`config.mk`:
```
export PLATFORM = sky130hd
export DESIGN_NAME = uart_tx_arbiter
export DESIGN_NICKNAME = d
export VERILOG_FILES = /design/src/rtl/uart_tx_arbiter.sv
export SDC_FILE = /design/constraint.sdc
export NUM_CORES = 1
export LEC_CHECK = 0
export CAP_MARGIN = 30
export CORE_ASPECT_RATIO = 1.25
export CORE_UTILIZATION = 30
export CTS_CLUSTER_DIAMETER = 200
export DETAILED_ROUTE_END_ITERATION = 8
export GPL_TIMING_DRIVEN = 0
export SYNTH_ARGS = -nofsm -noshare
export SYNTH_HDL_FRONTEND = slang
export SYNTH_SLANG_ARGS = --single-unit
```
`constraint.sdc`:
```
create_clock -name clk -period 2.15 [get_ports clk]
set_input_delay 0.43 -clock clk [delete_from_list [all_inputs] [get_ports clk]]
set_output_delay 0.43 -clock clk [all_outputs]
set_load 0.005 [all_outputs]
```
`src/rtl/uart_tx_arbiter.sv`:
```
// Round-robin arbiter feeding three byte requesters into one UART byte transmitter.
// Optional feature: define UART_ARB_TIMEOUT_EN to abort a stuck SEND after TIMEOUT_CYCLES.
module uart_tx_arbiter #(
  parameter int TIMEOUT_CYCLES = 2000000
) (
  input  logic        clk,
  input  logic        n_reset,
  input  logic [2:0]  req,
  input  logic [23:0] req_data,
  output logic [2:0]  ack,
  output logic [2:0]  done,
  output logic [7:0]  tx_data,
  output logic        send_go,
  input  logic        tx_done,
  output logic        busy,
  output logic [1:0]  owner,
  output logic        timeout_err
);

  typedef enum logic [1:0] {
    IDLE = 2'd0,
    SEND = 2'd1,
    GAP  = 2'd2
  } state_t;

  state_t      r_state;
  state_t      w_state_nxt;
  logic [2:0]  r_ack;
  logic [2:0]  w_ack_nxt;
  logic [2:0]  r_done;
  logic [2:0]  w_done_nxt;
  logic [7:0]  r_tx_data;
  logic [7:0]  w_tx_data_nxt;
  logic        r_send_go;
  logic        w_send_go_nxt;
  logic [1:0]  r_owner;
  logic [1:0]  w_owner_nxt;
  logic [1:0]  r_last_owner;
  logic [1:0]  w_last_owner_nxt;
  logic        r_busy;
  logic [1:0]  w_grant_idx;
  logic        w_to_expire;

  // First requesting index after 'last', wrapping 2->0; only meaningful when r != 0.
  function automatic logic [1:0] rr_pick(input logic [2:0] r, input logic [1:0] last);
    logic [1:0] pick;
    case (last)
      2'd0:    pick = r[1] ? 2'd1 : (r[2] ? 2'd2 : 2'd0);
      2'd1:    pick = r[2] ? 2'd2 : (r[0] ? 2'd0 : 2'd1);
      default: pick = r[0] ? 2'd0 : (r[1] ? 2'd1 : 2'd2);
    endcase
    return pick;
  endfunction

  function automatic logic [2:0] onehot3(input logic [1:0] idx);
    logic [2:0] oh;
    case (idx)
      2'd0:    oh = 3'b001;
      2'd1:    oh = 3'b010;
      default: oh = 3'b100;
    endcase
    return oh;
  endfunction

  function automatic logic [7:0] byte_sel(input logic [23:0] d, input logic [1:0] idx);
    logic [7:0] b;
    case (idx)
      2'd0:    b = d[7:0];
      2'd1:    b = d[15:8];
      default: b = d[23:16];
    endcase
    return b;
  endfunction

  assign w_grant_idx = rr_pick(req, r_last_owner);

  // Next-state and next-output decode.
  always_comb begin
    w_state_nxt      = r_state;
    w_ack_nxt        = 3'b000;
    w_done_nxt       = 3'b000;
    w_tx_data_nxt    = r_tx_data;
    w_send_go_nxt    = r_send_go;
    w_owner_nxt      = r_owner;
    w_last_owner_nxt = r_last_owner;
    case (r_state)
      IDLE: begin
        if (req != 3'b000) begin
          w_state_nxt   = SEND;
          w_ack_nxt     = onehot3(w_grant_idx);
          w_tx_data_nxt = byte_sel(req_data, w_grant_idx);
          w_owner_nxt   = w_grant_idx;
          w_send_go_nxt = 1'b1;
        end else begin
          w_send_go_nxt = 1'b0;
        end
      end
      SEND: begin
        if (tx_done) begin
          w_state_nxt      = GAP;
          w_send_go_nxt    = 1'b0;
          w_done_nxt       = onehot3(r_owner);
          w_last_owner_nxt = r_owner;
        end else if (w_to_expire) begin
          // Abort: owner still loses its turn, but no completion is reported.
          w_state_nxt      = GAP;
          w_send_go_nxt    = 1'b0;
          w_last_owner_nxt = r_owner;
        end else begin
          w_send_go_nxt = 1'b1;
        end
      end
      GAP: begin
        w_state_nxt   = IDLE;
        w_send_go_nxt = 1'b0;
      end
      default: begin
        w_state_nxt   = IDLE;
        w_send_go_nxt = 1'b0;
      end
    endcase
  end

  // State register and registered outputs.
  always_ff @(posedge clk or negedge n_reset) begin
    if (!n_reset) begin
      r_state      <= IDLE;
      r_ack        <= 3'b000;
      r_done       <= 3'b000;
      r_tx_data    <= 8'h00;
      r_send_go    <= 1'b0;
      r_owner      <= 2'd0;
      r_last_owner <= 2'd2;
      r_busy       <= 1'b0;
    end else begin
      r_state      <= w_state_nxt;
      r_ack        <= w_ack_nxt;
      r_done       <= w_done_nxt;
      r_tx_data    <= w_tx_data_nxt;
      r_send_go    <= w_send_go_nxt;
      r_owner      <= w_owner_nxt;
      r_last_owner <= w_last_owner_nxt;
      r_busy       <= (w_state_nxt != IDLE);
    end
  end

`ifdef UART_ARB_TIMEOUT_EN
  localparam int CW = $clog2(TIMEOUT_CYCLES + 1);

  logic [CW-1:0] r_cnt;
  logic          r_timeout_err;

  // Counts completed SEND cycles; the last allowed cycle is TIMEOUT_CYCLES-1.
  assign w_to_expire = (r_cnt == CW'(TIMEOUT_CYCLES - 1));

  // SEND-cycle counter and sticky timeout flag.
  always_ff @(posedge clk or negedge n_reset) begin
    if (!n_reset) begin
      r_cnt         <= {CW{1'b0}};
      r_timeout_err <= 1'b0;
    end else begin
      if ((r_state == SEND) && (w_state_nxt == SEND)) begin
        r_cnt <= r_cnt + CW'(1);
      end else begin
        r_cnt <= {CW{1'b0}};
      end
      if ((r_state == SEND) && !tx_done && w_to_expire) begin
        r_timeout_err <= 1'b1;
      end
    end
  end

  assign timeout_err = r_timeout_err;
`else
  logic w_unused_timeout;

  assign w_unused_timeout = (TIMEOUT_CYCLES > 0);
  assign w_to_expire      = 1'b0;
  assign timeout_err      = 1'b0;
`endif

  assign ack     = r_ack;
  assign done    = r_done;
  assign tx_data = r_tx_data;
  assign send_go = r_send_go;
  assign busy    = r_busy;
  assign owner   = r_owner;

endmodule

```
# After elaboration in Yosys (flattened, before gate mapping)
# Cells that the tools add are included.
[classes]
eq_ne = 4
mux = 20
reduce_logical = 8
[ops]
columns = ["cell", "n"]
rows = [
  ["$pmux 8 s2", 1],
  ["$mux 2", 7],
  ["$mux 3", 4],
  ["$pmux 3 s2", 2],
  ["$eq 2x1->1 const B", 4],
  ["$logic_not 2->1", 4],
  ["$pmux 2 s2", 2],
  ["$reduce_and 2->1", 2],
  ["$mux 1", 3],
  ["$reduce_bool 3->1", 1],
  ["$pmux 1 s2", 1],
  ["$reduce_bool 2->1", 1],
]
[word_totals]
register_bits = 22
in_bits = 30
out_inout_bits = 19
elab_cells = 40

# Depth between registers and ports, before layout
# Gate-level depths: netlist of run 1.
[depth]
ltp_word = 7
ltp_mapped = 6
ltp_nobuf = 4

# Worst setup path before layout of run 1
# OpenSTA, ideal clock, no wires.
[synth_path]
path_type = "in2reg"
startpoint = "in req[0]"
endpoint = "reg r_owner[0] (netlist: owner[0])"
setup_time_ps = 64
t_arrival_ps = 1295
t_required_ps = 2086
setup_slack_ps = 791
path_stages = 4
cell_sequence = "or4b_4 nand3_4 and2_4 a21o_1"
[synth_between]
elab_chain_len = 3
word_cells_on_any_way = 6
classes_between = "mux (4); reduce/logical (2)"
[synth_lines]
columns = ["item", "line_no", "rtl"]
rows = [
  ["from (decl)", "8", "input logic [2:0] req,"],
  ["$mux 1", "49", "2'd1: pick = r[2] ? 2'd2 : (r[0] ? 2'd0 : 2'd1);"],
  ["$mux 2", "49", ""],
  ["$pmux 2 s2", "47", "case (last)"],
  ["to (signal assigned)", "141", "r_owner <= w_owner_nxt;"],
  ["to (decl)", "36", "logic [1:0] r_owner;"],
]
# Parallel ways exist; a longest one is shown, timed or not.
# A chain may end at the register's enable or synchronous reset.

# Worst setup path after layout of run 1
[layout_path]
startpoint = "in req[1]"
endpoint = "reg r_tx_data[1] (netlist: tx_data[1])"
[layout_between]
elab_chain_len = 5
word_cells_on_any_way = 9
classes_between = "eq/ne (1); mux (5); reduce/logical (3)"
[layout_lines]
columns = ["item", "line_no", "rtl"]
rows = [
  ["$mux 2 (2 in series)", "50", "default: pick = r[0] ? 2'd0 : (r[1] ? 2'd1 : 2'd2);"],
  ["$pmux 2 s2", "47", ""],
  ["$eq 2x1->1 / $logic_not 2->1 (equally long branches)", "67", "case (idx)"],
  ["$pmux 8 s2", "67", ""],
  ["to (signal assigned)", "139", "r_tx_data <= w_tx_data_nxt;"],
  ["to (decl)", "32", "logic [7:0] r_tx_data;"],
]
# Parallel ways exist; a longest one is shown, timed or not.

==> impl_metrics.sql, run 1 <==
INSERT INTO impl_metrics (metric_group, metric, value, unit) VALUES
('floorplanning', 'dieArea', '3650', 'sq um'),
('synth', 'synth.largest_area_cell', 'dfrtp_1', ''),
('global_routing', 'grt_pass1_vias', '854', ''),
('synth', 'synth_nets', '129', ''),
('timing', 'setup_viol', '0', ''),
('critical_path', 'worst-endpoint-arrival', '1.92', 'ns'),
('floorplanning', 'floorplan.io_pins', '49', ''),
('placement', 'place_inst', '184', ''),
('critical_path', 'timing.critical_path.required', '2.29', 'ns'),
('synth', 'synth-warning-count', '0', ''),
('pwr', 'power.density', '1240', 'nW/um^2'),
('global_routing', 'pin_count_of_the_biggest_net_entering_global_routing', '20', ''),
('critical_path', 'critPathTopFamily', 'buffers and inverters', ''),
('floorplanning', 'core-area', '3220', 'sq um'),
('cts', 'number_of_clock_sinks', '22', ''),
('timing', 'grt_setup_unrepaired', 'no', ''),
('job', 'max_cap_violations', '0', ''),
('finish', 'design.final.nets', '182', ''),
('timing', 'relative_slew_margins', '51.6', '%'),
('global_routing', 'grt_pass1_wl', '4.13', 'mm'),
('critical_path', 'critical_path.max_fanout', '10', ''),
('timing', 'fin_crit', '1.78', 'ns'),
('cts', 'hold_buffer_count_at_cts', '0', ''),
('cts', 'clock_tree.htree_level_count', '1', ''),
('timing', 'skew', '0.00473', 'ns'),
('timing', 'final_hold_viol_count', '0', ''),
('critical_path', 'worstPathCellList', 'clkdlybuf4s50_1, nor3_1, or3_1, buf_4, buf_6, a21oi_2, a31oi_1', ''),
('finish', 'number_of_fill_cells_in_the_layout', '316', ''),
('global_routing', 'grtUsageMet1', '20.1', '%'),
('finish', 'area.sequential', '552', 'sq um'),
('pwr', 'total_power', '2.04', 'mW'),
('critical_path', 'crit-reg2reg-capture', 'tx_data[1]', ''),
('synth', 'synthArstFlopShare', '100', '%'),
('critical_path', 'rrSetupSlack', '0.60', 'ns'),
('cts', 'clock_latency', '0.26', 'ns'),
('critical_path', 'worstSetupStartpoint', 'req[1]', ''),
('timing', 'timing.fmax', '562', 'MHz'),
('placement', 'io_buffer_count', '47', ''),
('global_routing', 'globalRoute.busiestLayer', 'met2', ''),
('detailed_routing', 'final_antenna_net_count', '0', ''),
('run_status', 'run_status', 'completed', ''),
('global_routing', 'antenna_found_initial', '0', ''),
('pwr', 'ir_drop', '553', 'uV'),
('finish', 'finish.cell_count_without_fillers', '188', ''),
('floorplanning', 'initial_core_utilization', '31.7', '%'),
('synth', 'synth.ff_latch_count', '22', ''),
('synth', 'synth_edf_count', '0', ''),
('cts', 'max-clock-path-buffers', '2', ''),
('placement', 'place_area', '1570', 'sq um'),
('cts', 'cts_resized', '0', ''),
('critical_path', 'r2r-start', 'r_last_owner[0]', ''),
('synth', 'synth.cells.most_frequent', 'dfrtp_1, nor2_1, o21ai_0', ''),
('finish', 'antenna-diode-count', '0', ''),
('cts', 'clock_tree_root_driver_cell', 'clkbuf_8', ''),
('critical_path', 'cp_slowest_stage_delay', '0.57', 'ns'),
('synth', 'mappedNetlistArea', '1020', 'sq um'),
('global_routing', 'groute.usage.overall', '15.8', '%'),
('floorplanning', 'row_count', '23', ''),
('cts', 'post-cts-setup-buffer-count', '0', ''),
('global_routing', 'global_route.overflow_total', '0', ''),
('synth', 'yosys.cell_types.count', '30', ''),
('finish', 'area_growth', '60.2', '%'),
('detailed_routing', 'viasPerCell', '4.85', ''),
('critical_path', 'crit_end_element', 'flip-flop', ''),
('detailed_routing', 'remaining_drc_errors', '0', ''),
('finish', 'postLayoutCellArea', '1640', 'sq um'),
('finish', 'layout.core_utilization', '50.8', '%'),
('critical_path', 'timing.critical_path.depth', '7', ''),
('timing', 'slew_viol_final', '0', ''),
('critical_path', 'timing.critical_path.slowest_stage_cell', 'clkdlybuf4s50_1', ''),
('detailed_routing', 'drt_iter0_markers', '3', '');
[layer usage]
| metal | wire, um | part of all wire (%) |
|---|---|---|
| met2 | 1370 | 53 |
| met3 | 99 | 3.8 |
| met5 | 0 | 0 |
| met4 | 31 | 1.2 |
| met1 | 1090 | 42 |
[kinds of logic (layout without fill, tap and decap cells)]
logic type | count (synthesis) | count (layout) | synth area share [%]
and+or+nand+nor | 38 | 38 | 22.0
AOI/OAI and AO/OA | 31 | 31 | 18.5
DFF | 22 | 22 | 54.0
buffers and inverters | 6 | 58 | 4.04
other | 1 | 1 | 0.367
muxes | 1 | 1 | 1.10
[through the flow]
stage                     hold WS, ns  worst slack [ns]
after floorplan                 0.134             0.791
after global placement          0.451             0.109
after detailed placement        0.451            0.0906
after CTS                       0.409             0.361
after global routing            0.412             0.232
final                           0.406             0.371
[worst reg2reg max path, stage by stage, from the launching register on]
cell     delay (ns)
dfrtp_1        0.43
nor4_2         0.68
o21ai_0        0.18
a31oi_1        0.18
[worst max-delay path by stage]
stage / slack (ns) / end
after floorplan: 0.79 / owner[0]
after global placement: 0.11 / owner[0]
after detailed placement: 0.09 / owner[0]
after CTS: 0.36 / tx_data[1]
after global routing: 0.23 / tx_data[0]
final: 0.37 / tx_data[1]
[where the power goes]
part / switching [mW] / internal [mW] / total (mW)
clock: 0.136 / 0.249 / 0.384
combinational: 0.402 / 0.538 / 0.939
sequential: 0.112 / 0.600 / 0.712
[flip-flops by register name (all words and copies together) (netlist names)]
signal and count:
ack 3, busy 1, done 3, owner 2, r_last_owner 2, r_state 2, send_go 1, tx_data 8
[layout by cell type (no fill, tap or decap), types with 3 or more instances in the layout]
cell type	instances
a21oi_1	6
nand2_1	9
clkdlybuf4s50_1	47
a21oi_2	3
nor2_1	11
a31oi_1	8
clkbuf_8	3
buf_4	3
o21ai_0	10
dfrtp_1	21
[layout make-up]
| type | count | area share, % |
|---|---|---|
| Buffer | 4 | 2.06 |
| Clock buffer | 3 | 2.52 |
| Tap cell | 37 | 2.83 |
| Multi-Input combinational cell | 71 | 26.2 |
| Sequential cell | 22 | 33.7 |
| Timing Repair Buffer | 48 | 30.4 |
| Clock inverter | 1 | 1.83 |
| Inverter | 2 | 0.458 |
(Power assumes the default switching activity.)
==> run 2, diff against run 1 <==
clock period = 1.65 ns   (was 2.15 ns; I/O delays follow)
==> impl_metrics.sql, run 2 (synthesized netlist as in run 1, its figures left out) <==
INSERT INTO impl_metrics (metric_group, metric, value, unit) VALUES
('timing', 'setup_viol', '0', ''),
('placement', 'place.gp.congestion', '0.756', ''),
('critical_path', 'rr_worst_depth', '4', ''),
('global_routing', 'global_routing_met3_resource_utilization', '2.25', '%'),
('critical_path', 'r2r-start', 'r_last_owner[1]', ''),
('cts', 'worst_setup_hold_path_clk_slew', '0.08', 'ns'),
('detailed_routing', 'routed-via-count', '914', ''),
('finish', 'layout.cells.most_common', 'clkdlybuf4s50_1', ''),
('global_routing', 'grtUsageMet1', '20.6', '%'),
('finish', 'largest_register_ff_count', '8', ''),
('pwr', 'ir_drop', '722', 'uV'),
('timing', 'setup_tns', '0', 'ns'),
('job', 'max_cap_violations', '0', ''),
('floorplanning', 'die-width', '54.2', 'um'),
('timing', 'slew_viol_final', '0', ''),
('cts', 'cts_resized', '3', ''),
('critical_path', 'worstSetupStartpoint', 'owner[0]', ''),
('global_routing', 'antenna_found_initial', '0', ''),
('finish', 'area.sequential', '552', 'sq um'),
('critical_path', 'crit_end_element', 'output pin', ''),
('global_routing', 'pin_count_of_the_biggest_net_entering_global_routing', '20', ''),
('critical_path', 'rrSetupSlack', '0.18', 'ns'),
('critical_path', 'critPathTopFamily', 'buffers and inverters', ''),
('floorplanning', 'dieArea', '3650', 'sq um'),
('critical_path', 'worstPathCellList', 'clkdlybuf4s50_1', ''),
('critical_path', 'critical_path.n_buffers_inverters', '1', ''),
('placement', 'place_worst_setup_slack', '-0.309', 'ns'),
('global_routing', 'global_route.overflow_total', '0', ''),
('cts', 'clock_tree.htree_level_count', '1', ''),
('cts', 'hold_buffer_count_at_cts', '0', ''),
('floorplanning', 'row_count', '23', ''),
('finish', 'area_growth', '60.7', '%'),
('placement', 'dp_hpwl', '1.97', 'mm'),
('detailed_routing', 'routedWlPerCell', '13.8', 'um'),
('timing', 'worst_slew_pin_slew', '0.676', 'ns'),
('critical_path', 'timing.critical_path.from_type', 'flip-flop', ''),
('detailed_routing', 'firstDrtPassIters', '4', ''),
('finish', 'design.final.nets', '182', ''),
('pwr', 'p_leak', '0.692', 'nW'),
('timing', 'final_hold_viol_count', '0', ''),
('timing', 'grt_setup_unrepaired', 'no', ''),
('timing', 'relative_slew_margins', '54.7', '%'),
('cts', 'post-cts-setup-buffer-count', '0', ''),
('critical_path', 'timing.critical_path.depth', '1', ''),
('timing', 'setup_ws', '0.113', 'ns'),
('detailed_routing', 'viasPerCell', '4.86', ''),
('finish', 'antenna-diode-count', '0', ''),
('floorplanning', 'die-height', '67.3', 'um'),
('floorplanning', 'initial_core_utilization', '31.7', '%'),
('timing', 'hold_ws', '0.306', 'ns'),
('global_routing', 'globalRoute.busiestLayer', 'met2', ''),
('critical_path', 'critical_path.max_fanout', '5', ''),
('timing', 'skew', '0.00494', 'ns'),
('finish', 'multi_input_area', '438', 'sq um'),
('detailed_routing', 'remaining_drc_errors', '0', ''),
('critical_path', 'worst-setup-path-type', 'reg2out', ''),
('floorplanning', 'floorplan.io_pins', '49', ''),
('run_status', 'run_status', 'completed', ''),
('pwr', 'power.density', '1620', 'nW/um^2'),
('finish', 'layout.cells.most_common_list', 'clkdlybuf4s50_1, dfrtp_1, nor2_1, o21ai_0, nand2_1', ''),
('critical_path', 'timing.critical_path.slowest_stage_cell', 'clkdlybuf4s50_1', ''),
('finish', 'finish.cell_count_without_fillers', '188', ''),
('placement', 'io_buffer_count', '47', ''),
('critical_path', 'timing.critical_path.required', '1.32', 'ns'),
('cts', 'cts_inserted_buffers', '3', ''),
('cts', 'number_of_clock_sinks', '22', ''),
('global_routing', 'groute.usage.overall', '15.9', '%'),
('critical_path', 'setup.worst_path.end', 'owner[0]', ''),
('global_routing', 'grt_pass1_vias', '857', ''),
('detailed_routing', 'drt_iter0_markers', '4', ''),
('cts', 'tritoncts', 'yes', ''),
('cts', 'clock_tree_root_driver_cell', 'clkbuf_8', ''),
('timing', 'timing.fmax', '651', 'MHz'),
('critical_path', 'cp_slowest_stage_delay', '0.53', 'ns'),
('critical_path', 'crit-reg2reg-capture', 'tx_data[1]', ''),
('placement', 'place_inst', '184', ''),
('cts', 'max-clock-path-buffers', '2', ''),
('finish', 'layout-drive-gt1-share', '14.6', '%'),
('global_routing', 'met2_usage', '26.1', '%'),
('global_routing', 'grt_pass1_wl', '4.17', 'mm'),
('cts', 'clock_latency', '0.26', 'ns'),
('pwr', 'total_power', '2.66', 'mW'),
('hold_path', 'min_path_type', 'in2async', ''),
('timing', 'fin_crit', '1.54', 'ns'),
('detailed_routing', 'final_antenna_net_count', '0', ''),
('detailed_routing', 'drt-total-wl', '2.60', 'mm'),
('floorplanning', 'core-area', '3220', 'sq um'),
('timing', 'final.period_utilization', '93.1', '%'),
('critical_path', 'worst-endpoint-arrival', '1.21', 'ns'),
('finish', 'number_of_fill_cells_in_the_layout', '318', '');
## run 2: changes by cell type in the layout (fill, tap and decap cells not counted)
| cell | delta |
|---|---|
| dlygate4sd2_1 | +3 |
| nor4_4 | +1 |
| nor4_2 | -1 |
| clkdlybuf4s50_1 | -3 |
## run 2: power breakdown
group	total (mW)	switching [mW]	internal, mW
registers	0.936	0.153	0.782
clock network	0.501	0.177	0.324
logic	1.23	0.524	0.702
total	2.66	0.854	1.81
## run 2: how the worst min path moves through the flow
stage                        start       to  slack [ns]
after floorplan            n_reset   ack[0]        0.03
after global placement    owner[1]  done[0]        0.45
after detailed placement  owner[1]  done[0]        0.45
after CTS                  n_reset  done[2]        0.31
after global routing       n_reset  done[2]        0.31
final                      n_reset  done[2]        0.31
## run 2: cell type report
type	instances	area share, %
clock inverters	1	1.83
clock buffers	3	2.51
well taps	37	2.82
repair buffers	48	30.1
plain buffers	4	2.06
multi-input cells	71	26.7
flip-flops and latches	22	33.6
inverters	2	0.457
## run 2: per-layer routing
metal | vias up | part of all wire (%)
met5 | - | 0
met4 | 0 | 1.2
met3 | 2 | 3.6
met2 | 20 | 53
met1 | 441 | 42
li1 | 451 | -
## run 2: metrics by stage
stage / util, % / area, sq um
after global placement: 47.7 / 1540
after detailed placement: 48.6 / 1570
after global routing: 51.0 / 1640
after floorplan: - / 1020
after CTS: 50.7 / 1630
final: 51.0 / 1640
==> run 3, diff against run 2 <==
TNS_END_PERCENT = 1   (was unset)
==> results of run 3 <==
The final DEF is identical to that of run 2; final timing and power are the same.
==> RTL edit 1, RTL diff (config.mk and constraints of run 2) <==
Encoding of `state_t`: now one-hot (3 bits for 3 states).
--- a/src/rtl/uart_tx_arbiter.sv
+++ b/src/rtl/uart_tx_arbiter.sv
@@ -18,8 +18,8 @@
 );
 
-  typedef enum logic [1:0] {
-    IDLE = 2'd0,
-    SEND = 2'd1,
-    GAP  = 2'd2
+  typedef enum logic [2:0] {
+    IDLE = 3'b001,
+    SEND = 3'b010,
+    GAP  = 3'b100
   } state_t;
 
Behaviour: same outputs for any inputs over 10 cycles, from zero or initial values and one cycle with n_reset low; not proved beyond that.
==> RTL edit 1 against run 2 <==
  * The flow now finishes with violations (DRC)
  * Power grew 3.5%
  * Synthesized cell count grew 8.1%
  * Fmax shrank 1.3%
  * Routed wire length grew 24%
  * Synthesized area grew 12%
  * Non-clock buffer count grew 12
  * Hold slack gained 59 ps
  * Critical path depth is the same
  * Setup slack lost 19 ps
  * Combinational power grew 15%
  * Final area grew 11%
  * Sequential cell count grew 1
  * Count of clock-buffer cells in the layout is the same
  * Largest power group unchanged
==> RTL edit 1: results (changes against run 2) <==
* Met2 Use GR: 28.5% (was 26.1%)
* Outcome: finished with violations (was finished, final reports clean)
- The post-layout instance count excluding filler cells is 207 (was 188).
- Routed length on met1: 1.35 mm (was 1.09 mm)
- Complex-gate fraction of the synthesized area: 25.7% (was 18.5%)
* Top post-synthesis cells by count: sky130_fd_sc_hd__dfrtp_1 (21), sky130_fd_sc_hd__nor2_1 (14), sky130_fd_sc_hd__o21ai_0 (10), sky130_fd_sc_hd__a222oi_1 (8), sky130_fd_sc_hd__a31oi_1 (8) (was sky130_fd_sc_hd__dfrtp_1 (21), sky130_fd_sc_hd__nor2_1 (11), sky130_fd_sc_hd__o21ai_0 (10), sky130_fd_sc_hd__nand2_1 (9), sky130_fd_sc_hd__a31oi_1 (8))
* First-pass iteration count of the detailed router: 7 (was 4)
- The final routed DRC violation total came to 4 (was 0).
* ClkCell Share: 2.67% (was 4.34%)
- The buffer count from post-CTS setup fixing was 2 (was 0).
- The number of vias in the routed layout came to 1118 (was 914).
- Metal2 WL: 1.65 mm (was 1.38 mm)
* Sequential fraction of the synthesis area: 50.7% (was 54.0%)
- The number of filler instances in the final layout came to 341 (was 318).
- The data arrival time of the critical path came to 1230 ps (was 1210 ps).
- The met1 track demand over resource in global routing came to 20.2% (was 20.6%).
- The cell count after placement is 194 (was 184).
- The startpoint of the lowest-slack register-to-register path was r_last_owner[0]$_DFFE_PN0P_ (was r_last_owner[1]$_DFFE_PN1P_).
* Final worst clock skew: 1.34 ps (was 4.94 ps)
- Wire length of the first global-routing pass: 5.18 mm (was 4.17 mm)
- Final wirelength: 3.22 mm (was 2.60 mm)
- Share of post-route cells with drive strength above 1: 21.4% (was 14.6%)
* Total met3 wirelength after detailed routing: 125 um (was 94 um)
- PostCTS Resize Cnt: 5 (was 3)
- Violated checks: DRC
- Multi-In Gates: 74 (was 71)
- The footprint of the flip-flops and latches is 579 um^2 (was 552 um^2).
- The number of unique standard cell types used by synthesis was 31 (was 30).
-- RTL edit 1: cell types whose count changed in the layout (fill, tap and decap cells not counted), sizes merged, moves of 2 or more --
| cell | delta |
|---|---|
| nor2 | +3 |
| buf | +12 |
| nor3 | -2 |
| nor3b | +3 |
| a22o | +3 |
| nand3b | -2 |
| nand2 | -7 |
| a21oi | -5 |
| a222oi | +8 |
-- RTL edit 1: through the flow --
step / worst slack [ps] / hold WS, ps / utilization [%] / area (um^2)
2_1_floorplan: 245 / 34.4 / - / 1140
3_3_place_gp: -348 / 487 / 46.5 / 1660
3_5_place_dp: -411 / 498 / 46.9 / 1680
4_1_cts: 0.933 / 377 / 48.9 / 1750
5_1_grt: -2.70 / 394 / 51.2 / 1830
6_report: 93.7 / 365 / 51.2 / 1830
-- RTL edit 1: worst reg2reg max path, delay by kind of cell, from the launching register on --
kind,cells,cell delay [ps]
DFF,1,460
AOI/OAI and AO/OA,3,680
and+or+nand+nor,1,150
buffers and inverters,1,140
==> RTL edit 2, RTL diff (settings of run 2) <==
Made on the original files. The option `UART_ARB_TIMEOUT_EN` is turned on by a define.
--- a/src/rtl/uart_tx_arbiter.sv
+++ b/src/rtl/uart_tx_arbiter.sv
@@ -1,4 +1,6 @@
 // Round-robin arbiter feeding three byte requesters into one UART byte transmitter.
 // Optional feature: define UART_ARB_TIMEOUT_EN to abort a stuck SEND after TIMEOUT_CYCLES.
+`define UART_ARB_TIMEOUT_EN
+
 module uart_tx_arbiter #(
   parameter int TIMEOUT_CYCLES = 2000000
Formal check against the unedited RTL: same outputs for any inputs over 10 cycles, from zero or initial values and one cycle with n_reset low; that may be too few to reach the edited logic, so the function may still have changed.
==> RTL edit 2 against run 2 <==
  * The flow now finishes with violations (setup timing)
  * Via count increased by 120%
  * Die area increased by 110%
  * Sequential cell count increased by 22
  * Final area increased by 97%
  * Power increased by 41%
  * Utilization decreased by 4.6 points
  * Routed wire length increased by 120%
  * Fmax decreased by 8.5%
  * First-iteration DRC count increased to 28 times the old value
  * Synthesized area increased by 110%
  * Setup slack got worse by 140 ps
  * Non-clock buffer count increased by 29
  * Critical path type is now reg2reg
  * Critical endpoint is now r_cnt[18]$_DFF_PN0_
  * Largest cell class is now multi-input gates
  * Highest routed layer unchanged
==> RTL edit 2: results (changes against run 2) <==
- Final worst clock skew: 12.9 ps (was 4.94 ps)
* Xor/xnor cell area share of the yosys netlist: 5.23% (was 0%)
- Initial drt markers: 110 (was 4)
- The checks that failed: setup timing.
- Share of post-route cells with drive strength above 1: 26.5% (was 14.6%)
- The slack of the critical path is -29.6 ps (was 113 ps).
- Relative contribution of combinational cells to total power: 40.6% (was 46.0%)
* Area taken by multi-input logic gates: 0.00115 mm^2 (was 438 um^2)
* Port Buffers: 48 (was 47)
* ClkCell Share: 2.90% (was 4.34%)
* Fraction of the mapped netlist area in adder cells: 0.575% (was 0%)
- Synth top area cells: sky130_fd_sc_hd__dfrtp_1 (49%), sky130_fd_sc_hd__nor2_1 (5.5%), sky130_fd_sc_hd__a21oi_1 (3.5%), sky130_fd_sc_hd__nand3_1 (3.2%), sky130_fd_sc_hd__xnor2_1 (3.2%) (was sky130_fd_sc_hd__dfrtp_1 (51%), sky130_fd_sc_hd__a31oi_1 (4.9%), sky130_fd_sc_hd__o21ai_0 (4.9%), sky130_fd_sc_hd__nor2_1 (4.0%), sky130_fd_sc_hd__nand2_1 (3.3%))
* Multi-In Gates: 171 (was 71)
* Syn_nets: 257 (was 129)
- The maximum number of pins on one net before global-route repair is 34 (was 20).
- Cells after synthesis: 226 (was 99)
- Portion of the layout cell area used by non-clock buffers: 22.9% (was 32.1%)
- Vias in the first global route: 2102 (was 857)
* Multi-input gate share of the layout cell area: 35.7% (was 26.7%)
- The post-synthesis compound-gate area fraction was 12.8% (was 18.5%).
* End of the critical path: r_cnt[18]$_DFF_PN0_ (was owner[0])
* Outcome: finished with violations (was finished, final reports clean)
- Worst slew pin tran: 418 ps (was 676 ps)
* Vias per Instance: 5.12 (was 4.86)
* CP Launch Point: r_cnt[1]$_DFF_PN0_ (was owner[0]$_DFFE_PN0P_)
- Final setup fails: 2 (was 0)
- Clk pwr: 0.000713 W (was 0.000501 W)
[RTL edit 2: what timing repair did]
item	4_1_cts	5_1_grt
pin swaps	10	10
endpoints found under the hold margin	10	0
gates resized for setup	30	17
setup endpoints to repair	41	36
gates cloned	0	1
hold buffers	1	0
buffers inserted	22	3
[RTL edit 2: worst register-to-register path, cell delays in order, from the launching register on]
cell and delay, ps:
sky130_fd_sc_hd__dfrtp_2 430, sky130_fd_sc_hd__ha_4 150, sky130_fd_sc_hd__nand4_1 100, sky130_fd_sc_hd__or4_4 460, sky130_fd_sc_hd__or3_1 350, sky130_fd_sc_hd__a21oi_2 140
[RTL edit 2: layer usage]
layer	global-route usage [%]	wire, um	vias to the layer above
met3	3.19	274	5
met2	28.7	3040	48
met1	19.3	2460	1003
met4	5.13	61	0
li1	-	-	985
met5	0	0	-
